$ cat src/rtl/alu_mc_if.sv
// Request/result handshake bundle for the multi-cycle ALU.
interface alu_mc_if #(
  parameter int XLEN = 32
);
  logic            i_valid;
  logic            o_ready;
  logic [4:0]      i_op;
  logic [XLEN-1:0] i_a;
  logic [XLEN-1:0] i_b;
  logic            o_valid;
  logic            i_ready;
  logic [XLEN-1:0] o_res;
  logic            o_divz;

  modport slave (
    input  i_valid, i_op, i_a, i_b, i_ready,
    output o_ready, o_valid, o_res, o_divz
  );

  modport master (
    output i_valid, i_op, i_a, i_b, i_ready,
    input  o_ready, o_valid, o_res, o_divz
  );
endinterface

$ cat src/rtl/alu_mc.sv
// Handshaked multi-cycle ALU: single-cycle base ops, bit-serial
// multiply (shift-add) and divide (restoring) on operand magnitudes.
module alu_mc #(
  parameter int XLEN = 32
) (
  input  logic     i_clk,
  input  logic     i_rst,
  alu_mc_if.slave  bus
);
  localparam int SHW = $clog2(XLEN);
  localparam int CW  = SHW + 1;

  typedef enum logic [1:0] {S_IDLE, S_BUSY, S_DONE} state_e;

  typedef enum logic [4:0] {
    OP_ADD   = 5'd0,  OP_SUB  = 5'd1,  OP_SLL   = 5'd2,  OP_SLT = 5'd3,
    OP_SLTU  = 5'd4,  OP_XOR  = 5'd5,  OP_SRL   = 5'd6,  OP_SRA = 5'd7,
    OP_OR    = 5'd8,  OP_AND  = 5'd9,  OP_MUL   = 5'd10, OP_MULH = 5'd11,
    OP_MULHU = 5'd12, OP_DIV  = 5'd13, OP_DIVU  = 5'd14, OP_REM = 5'd15,
    OP_REMU  = 5'd16
  } op_e;

  state_e              state_q, state_d;
  logic [CW-1:0]       cnt_q, cnt_d;
  logic [4:0]          op_q, op_d;
  logic                negq_q, negq_d;   // negate product / quotient
  logic                negr_q, negr_d;   // negate remainder
  logic [XLEN-1:0]     b_q, b_d;         // multiplicand or divisor magnitude
  logic [2*XLEN-1:0]   pair_q, pair_d;   // {acc, multiplier} or {rem, quot}
  logic [XLEN-1:0]     res_q, res_d;
  logic                divz_q, divz_d;

  // Base-op result straight from the request operands
  logic [SHW-1:0]  shamt;
  logic [XLEN-1:0] base_res;
  always_comb begin
    shamt    = bus.i_b[SHW-1:0];
    base_res = '1;
    case (bus.i_op)
      OP_ADD:  base_res = bus.i_a + bus.i_b;
      OP_SUB:  base_res = bus.i_a - bus.i_b;
      OP_SLL:  base_res = bus.i_a << shamt;
      OP_SLT:  base_res = {{(XLEN-1){1'b0}}, ($signed(bus.i_a) < $signed(bus.i_b))};
      OP_SLTU: base_res = {{(XLEN-1){1'b0}}, (bus.i_a < bus.i_b)};
      OP_XOR:  base_res = bus.i_a ^ bus.i_b;
      OP_SRL:  base_res = bus.i_a >> shamt;
      OP_SRA:  base_res = $signed(bus.i_a) >>> shamt;
      OP_OR:   base_res = bus.i_a | bus.i_b;
      OP_AND:  base_res = bus.i_a & bus.i_b;
      default: base_res = '1;
    endcase
  end

  // Request decode: operand signs and magnitudes for the iterative path
  logic            in_iter, in_div, in_signed, a_neg, b_neg;
  logic [XLEN-1:0] a_mag, b_mag;
  always_comb begin
    in_iter   = (bus.i_op >= OP_MUL) && (bus.i_op <= OP_REMU);
    in_div    = (bus.i_op >= OP_DIV) && (bus.i_op <= OP_REMU);
    in_signed = (bus.i_op == OP_MULH) || (bus.i_op == OP_DIV) || (bus.i_op == OP_REM);
    a_neg     = in_signed & bus.i_a[XLEN-1];
    b_neg     = in_signed & bus.i_b[XLEN-1];
    a_mag     = a_neg ? -bus.i_a : bus.i_a;
    b_mag     = b_neg ? -bus.i_b : bus.i_b;
  end

  // One iteration step and the sign-corrected result of the final step
  logic                op_is_div;
  logic [XLEN:0]       add_sum, rem_sh, sub_diff;
  logic [2*XLEN-1:0]   step_res, step_neg;
  logic [XLEN-1:0]     step_hi, step_lo, fin;
  always_comb begin
    op_is_div = (op_q >= OP_DIV);
    add_sum   = {1'b0, pair_q[2*XLEN-1:XLEN]} + {1'b0, ({XLEN{pair_q[0]}} & b_q)};
    rem_sh    = pair_q[2*XLEN-1:XLEN-1];
    sub_diff  = rem_sh - {1'b0, b_q};
    if (op_is_div) begin
      if (sub_diff[XLEN])
        step_res = {rem_sh[XLEN-1:0], pair_q[XLEN-2:0], 1'b0};
      else
        step_res = {sub_diff[XLEN-1:0], pair_q[XLEN-2:0], 1'b1};
    end else begin
      step_res = {add_sum, pair_q[XLEN-1:1]};
    end
    step_neg = -step_res;
    step_hi  = step_res[2*XLEN-1:XLEN];
    step_lo  = step_res[XLEN-1:0];
    case (op_q)
      OP_MUL:   fin = step_lo;
      OP_MULH:  fin = negq_q ? step_neg[2*XLEN-1:XLEN] : step_hi;
      OP_MULHU: fin = step_hi;
      OP_DIV:   fin = negq_q ? step_neg[XLEN-1:0] : step_lo;
      OP_DIVU:  fin = step_lo;
      OP_REM:   fin = negr_q ? -step_hi : step_hi;
      default:  fin = step_hi;
    endcase
  end

  // Next-state and datapath control
  always_comb begin
    state_d = state_q;
    cnt_d   = cnt_q;
    op_d    = op_q;
    negq_d  = negq_q;
    negr_d  = negr_q;
    b_d     = b_q;
    pair_d  = pair_q;
    res_d   = res_q;
    divz_d  = divz_q;
    case (state_q)
      S_IDLE: begin
        if (bus.i_valid) begin
          op_d   = bus.i_op;
          divz_d = 1'b0;
          if (in_div && (bus.i_b == '0)) begin
            res_d   = ((bus.i_op == OP_DIV) || (bus.i_op == OP_DIVU)) ? '1 : bus.i_a;
            divz_d  = 1'b1;
            state_d = S_DONE;
          end else if (in_iter) begin
            negq_d  = a_neg ^ b_neg;
            negr_d  = a_neg;
            cnt_d   = CW'(XLEN);
            // Multiply: multiplier sits in the low half and shifts out;
            // divide: dividend sits in the low half and shifts into the remainder.
            if (in_div) begin
              b_d    = b_mag;
              pair_d = {{XLEN{1'b0}}, a_mag};
            end else begin
              b_d    = a_mag;
              pair_d = {{XLEN{1'b0}}, b_mag};
            end
            state_d = S_BUSY;
          end else begin
            res_d   = base_res;
            state_d = S_DONE;
          end
        end
      end
      S_BUSY: begin
        pair_d = step_res;
        cnt_d  = cnt_q - CW'(1);
        if (cnt_q == CW'(1)) begin
          res_d   = fin;
          state_d = S_DONE;
        end
      end
      S_DONE: begin
        if (bus.i_ready) state_d = S_IDLE;
      end
      default: state_d = S_IDLE;
    endcase
  end

  // State and datapath registers
  always_ff @(posedge i_clk or posedge i_rst) begin
    if (i_rst) begin
      state_q <= S_IDLE;
      cnt_q   <= '0;
      op_q    <= '0;
      negq_q  <= 1'b0;
      negr_q  <= 1'b0;
      b_q     <= '0;
      pair_q  <= '0;
      res_q   <= '0;
      divz_q  <= 1'b0;
    end else begin
      state_q <= state_d;
      cnt_q   <= cnt_d;
      op_q    <= op_d;
      negq_q  <= negq_d;
      negr_q  <= negr_d;
      b_q     <= b_d;
      pair_q  <= pair_d;
      res_q   <= res_d;
      divz_q  <= divz_d;
    end
  end

  assign bus.o_ready = (state_q == S_IDLE);
  assign bus.o_valid = (state_q == S_DONE);
  assign bus.o_res   = res_q;
  assign bus.o_divz  = divz_q;
endmodule

$ cat src/flat_wrapper.sv
// flat-port wrapper written by rule: the top's interface ports become plain ports
module alu_mc_flat 
#(
  parameter int XLEN = 32
)
  (i_clk, i_rst, bus_i_valid, bus_i_op, bus_i_a, bus_i_b, bus_i_ready, bus_o_ready, bus_o_valid, bus_o_res, bus_o_divz);
  alu_mc_if #(.XLEN(XLEN)) bus_i ();
  input  logic i_clk;
  input  logic i_rst;
  input wire logic [$bits(bus_i.i_valid)-1:0] bus_i_valid;
  input wire logic [$bits(bus_i.i_op)-1:0] bus_i_op;
  input wire logic [$bits(bus_i.i_a)-1:0] bus_i_a;
  input wire logic [$bits(bus_i.i_b)-1:0] bus_i_b;
  input wire logic [$bits(bus_i.i_ready)-1:0] bus_i_ready;
  output wire logic [$bits(bus_i.o_ready)-1:0] bus_o_ready;
  output wire logic [$bits(bus_i.o_valid)-1:0] bus_o_valid;
  output wire logic [$bits(bus_i.o_res)-1:0] bus_o_res;
  output wire logic [$bits(bus_i.o_divz)-1:0] bus_o_divz;
  assign bus_i.i_valid = bus_i_valid;
  assign bus_i.i_op = bus_i_op;
  assign bus_i.i_a = bus_i_a;
  assign bus_i.i_b = bus_i_b;
  assign bus_i.i_ready = bus_i_ready;
  assign bus_o_ready = bus_i.o_ready;
  assign bus_o_valid = bus_i.o_valid;
  assign bus_o_res = bus_i.o_res;
  assign bus_o_divz = bus_i.o_divz;
  alu_mc #(.XLEN(XLEN)) u_core (.i_clk(i_clk), .i_rst(i_rst), .bus(bus_i));
endmodule
$ cat config.mk
export PLATFORM = sky130hd
export DESIGN_NAME = alu_mc_flat
export DESIGN_NICKNAME = d
export VERILOG_FILES = /design/src/rtl/alu_mc_if.sv /design/src/rtl/alu_mc.sv /design/src/flat_wrapper.sv
export SDC_FILE = /design/constraint.sdc
export NUM_CORES = 1
export LEC_CHECK = 0
export BUFFER_PORTS_ARGS = -buffer_cell sky130_fd_sc_hd__buf_2
export CAP_MARGIN = 20
export CORE_ASPECT_RATIO = 1.4
export CORE_UTILIZATION = 36
export CTS_CLUSTER_SIZE = 30
export DETAILED_ROUTE_END_ITERATION = 6
export MAX_ROUTING_LAYER = met4
export PLACE_DENSITY = 0.52
export SLEW_MARGIN = 20
export SYNTH_ARGS = -nofsm -noshare
export SYNTH_HDL_FRONTEND = slang
export SYNTH_SLANG_ARGS = --single-unit
$ cat constraint.sdc
create_clock -name i_clk -period 7.16 [get_ports i_clk]
set_clock_uncertainty 0.05 [all_clocks]
set_input_delay 1.79 -clock i_clk [delete_from_list [all_inputs] [get_ports i_clk]]
set_output_delay 1.79 -clock i_clk [all_outputs]
set_load 0.02 [all_outputs]
==> out/results.tsv <==
stage	metric	value	unit
logic_synthesis	syn_area	0.0251	sq mm
detailed_routing	firstDrtPassIters	6	
logic_synthesis	synth_edf_count	0	
clocking	cts-htree-levels	4	
logic_synthesis	yosysTopAreaCell	dfrtp_1	
cells_and_area	seqCellArea	0.00360	sq mm
job	max-cap-violations	0	
timing	fmax	147	MHz
grt	grt_usage	39.3	%
setup_path	critical_path_class	flop to flop	
clocking	ctsResizeCount	0	
detailed_routing	via_per_inst	6.55	
power	p_per_area	428	mW/mm^2
power	power_leakage	11.0	nW
logic_synthesis	netlist_top_cells_area	dfrtp_1 (14%), ha_1 (8.3%), o21ai_0 (6.4%), a21oi_1 (6.0%), nor2_1 (4.9%)	
floorplan	coreArea	0.0690	sq mm
setup_path	crit_arrival	7120	ps
grt	grt_pass1_vias	28400	
run_status	status	finished, final reports clean	
logic_synthesis	synthFlopType	dfrtp_1	
logic_synthesis	synth_top_area_share	14.4	%
cells_and_area	area_growth	8.87	%
logic_synthesis	netlist_top_cells_count	nor2_1 (329), nand2_1 (325), o21ai_0 (321), a21oi_1 (299), clkbuf_1 (201)	
placed_design	port_buffers	107	
placed_design	dpl_cell_area	0.0268	sq mm
grt	grt_pass1_wl	197	mm
timing	tns	0	ps
timing	slew_headroom	21.5	%
floorplan	start_util	36.4	%
detailed_routing	ant_nets	0	
logic_synthesis	yosys_warnings	0	
power	ir_drop	0.255	mV
cells_and_area	layout-drive-gt1-share	11.3	%
floorplan	chipWidth	225	microns
cells_and_area	final_cells	4456	
clocking	numClockSinks	144	
hold_path	hold_path_class	flop to flop	
placed_design	dp.cells	4421	
grt	antenna_found_initial	3	
timing	setup_violations	0	
logic_synthesis	ys_ff_latch	144	
logic_synthesis	postSynthCellCount	3525	
timing	tightest_slew	1180	ps
timing	post-route-min-period	6820	ps
cells_and_area	multi_input_area	0.0199	sq mm
clocking	numCtsBuffers	17	
logic_synthesis	avgSynthCellArea	7.12	sq um
grt	gr-total-overflow	0	
timing	period_share	95.2	%
grt	grt_max_degree	90	
floorplan	fp-row-count	114	
placed_design	gp_congestion	1.06	
logic_synthesis	synthMostInstantiatedCell	nor2_1	
clocking	clockBufferDepth	2	
logic_synthesis	synth.distinct_cells	104	
clocking	clk_latency	480	ps
clocking	cts_tree	built	
clocking	path_clk_slew	70	ps
setup_path	end_kind	flop	
clocking	clock-root-buffer	clkbuf_16	
logic_synthesis	seq_area_frac_synth	14.4	%
floorplan	die-area	0.0708	sq mm
detailed_routing	via_count	29200	
clocking	cts_setup_buffers	0	
floorplan	die_h	314	microns
detailed_routing	finalWirelength	137	mm
floorplan	ios	108	
timing	slew_viol_final	0	
timing	finalHoldViolCount	0	
setup_path	critPathMaxFanout	17	
logic_synthesis	syn_nets	3769	
logic_synthesis	ys_async_sr_fraction	100	%
cells_and_area	nFillCells	7542	
cells_and_area	nets	3756	
detailed_routing	drc	0	
placed_design	dp_hpwl	109	mm
setup_path	cp.required	7460	ps
setup_path	start_kind	flop	
detailed_routing	routedWlPerCell	30.7	microns
detailed_routing	drt-initial-drc-count	2635	
timing	grt_setup_unrepaired	no	
clocking	cts_hold_buf	0	
cells_and_area	postLayoutCellArea	0.0273	sq mm
## final cells by class
cell class,count,share of cell area [%]
diodes,3,0.0275
clock buffers,18,1.57
clock inverters,14,0.339
inverters,156,2.16
multi-input cells,2960,72.9
flip-flops and latches,144,13.2
well taps,928,4.25
repair buffers,233,5.52
## metal layers
metal	routed length, microns	track usage, %	share of wire (%)
met1	49000	40.7	36
met2	66400	65.8	49
met3	7150	4.80	5.2
met4	14100	34.5	10
met5	0	-	0
## state kept, by name (all words and copies together) (netlist names)
signal	cells
u_core.negq_q	1
u_core.bus.o_res	32
u_core.state_q	2
u_core.bus.o_divz	1
u_core.pair_q	64
u_core.b_q	32
u_core.op_q	5
u_core.cnt_q	6
u_core.negr_q	1
## power breakdown
part	switching (mW)	internal, mW
logic	6.08	3.04
registers	0.518	1.19
clock network	0.422	0.440
total	7.02	4.67
## critical path, stage by stage, from the launching register on
cell       delay [ps]
dfrtp_1           430
inv_1             230
ha_1              220
inv_1              60
fa_1              430
a211oi_1          320
o21a_2            290
a2111oi_4         100
o31ai_2           470
nand3_4           350
a2111oi_4         510
a211oi_2           60
buf_4             180
nor4_1            940
nand3_1           490
nor2_1            310
a21oi_1           110
a2111oi_0         830
buf_4             250
o21ai_0            70
## worst paths after layout
check                                     from                    to  slack (ps)  cells past startpoint
setup reg to reg             u_core.pair_q[31]  u_core.bus.o_res[23]         340                     19
hold / removal             u_core.bus.o_res[5]   u_core.bus.o_res[5]         430                      2
min in group asynchronous                i_rst         u_core.b_q[6]        1240                      2
max in group asynchronous                i_rst     u_core.bus.o_divz        4630                      3
hold reg to reg            u_core.bus.o_res[5]   u_core.bus.o_res[5]         430                      2
setup / recovery             u_core.pair_q[31]  u_core.bus.o_res[23]         340                     19
## cell families after synthesis
kind of cell | count (synthesis) | share of synthesized area, %
AO/OA/AOI/OAI | 1304 | 34.5
XOR/XNOR | 155 | 5.41
adder cells (fa/ha/maj) | 171 | 8.64
buffers and inverters | 421 | 6.55
flip-flops | 144 | 14.4
multiplexers | 162 | 8.21
AND/OR/NAND/NOR | 1168 | 22.3
## cell usage in the layout, fill, tap and decap left out, drive strengths merged, types with 97 or more instances in the layout
master	Yosys	final
a21oi	301	301
nand3	97	97
xnor2	121	121
a211oi	104	104
nor2	331	331
ha	167	167
o21ai	332	332
dfrtp	144	144
mux2i	108	108
inv	153	156
buf	63	233
nand2	326	326
## per-stage QoR
step	power [mW]	setup WS [ps]	hold slack (ps)	util, %
global route	12.4	210	443	39.6
detailed placement	10.5	269	413	38.8
global placement	10.5	234	410	38.8
floorplan	7.41	527	413	-
CTS	11.4	547	429	39.6
finish	11.7	342	429	39.6
(Power assumes the default switching activity.)
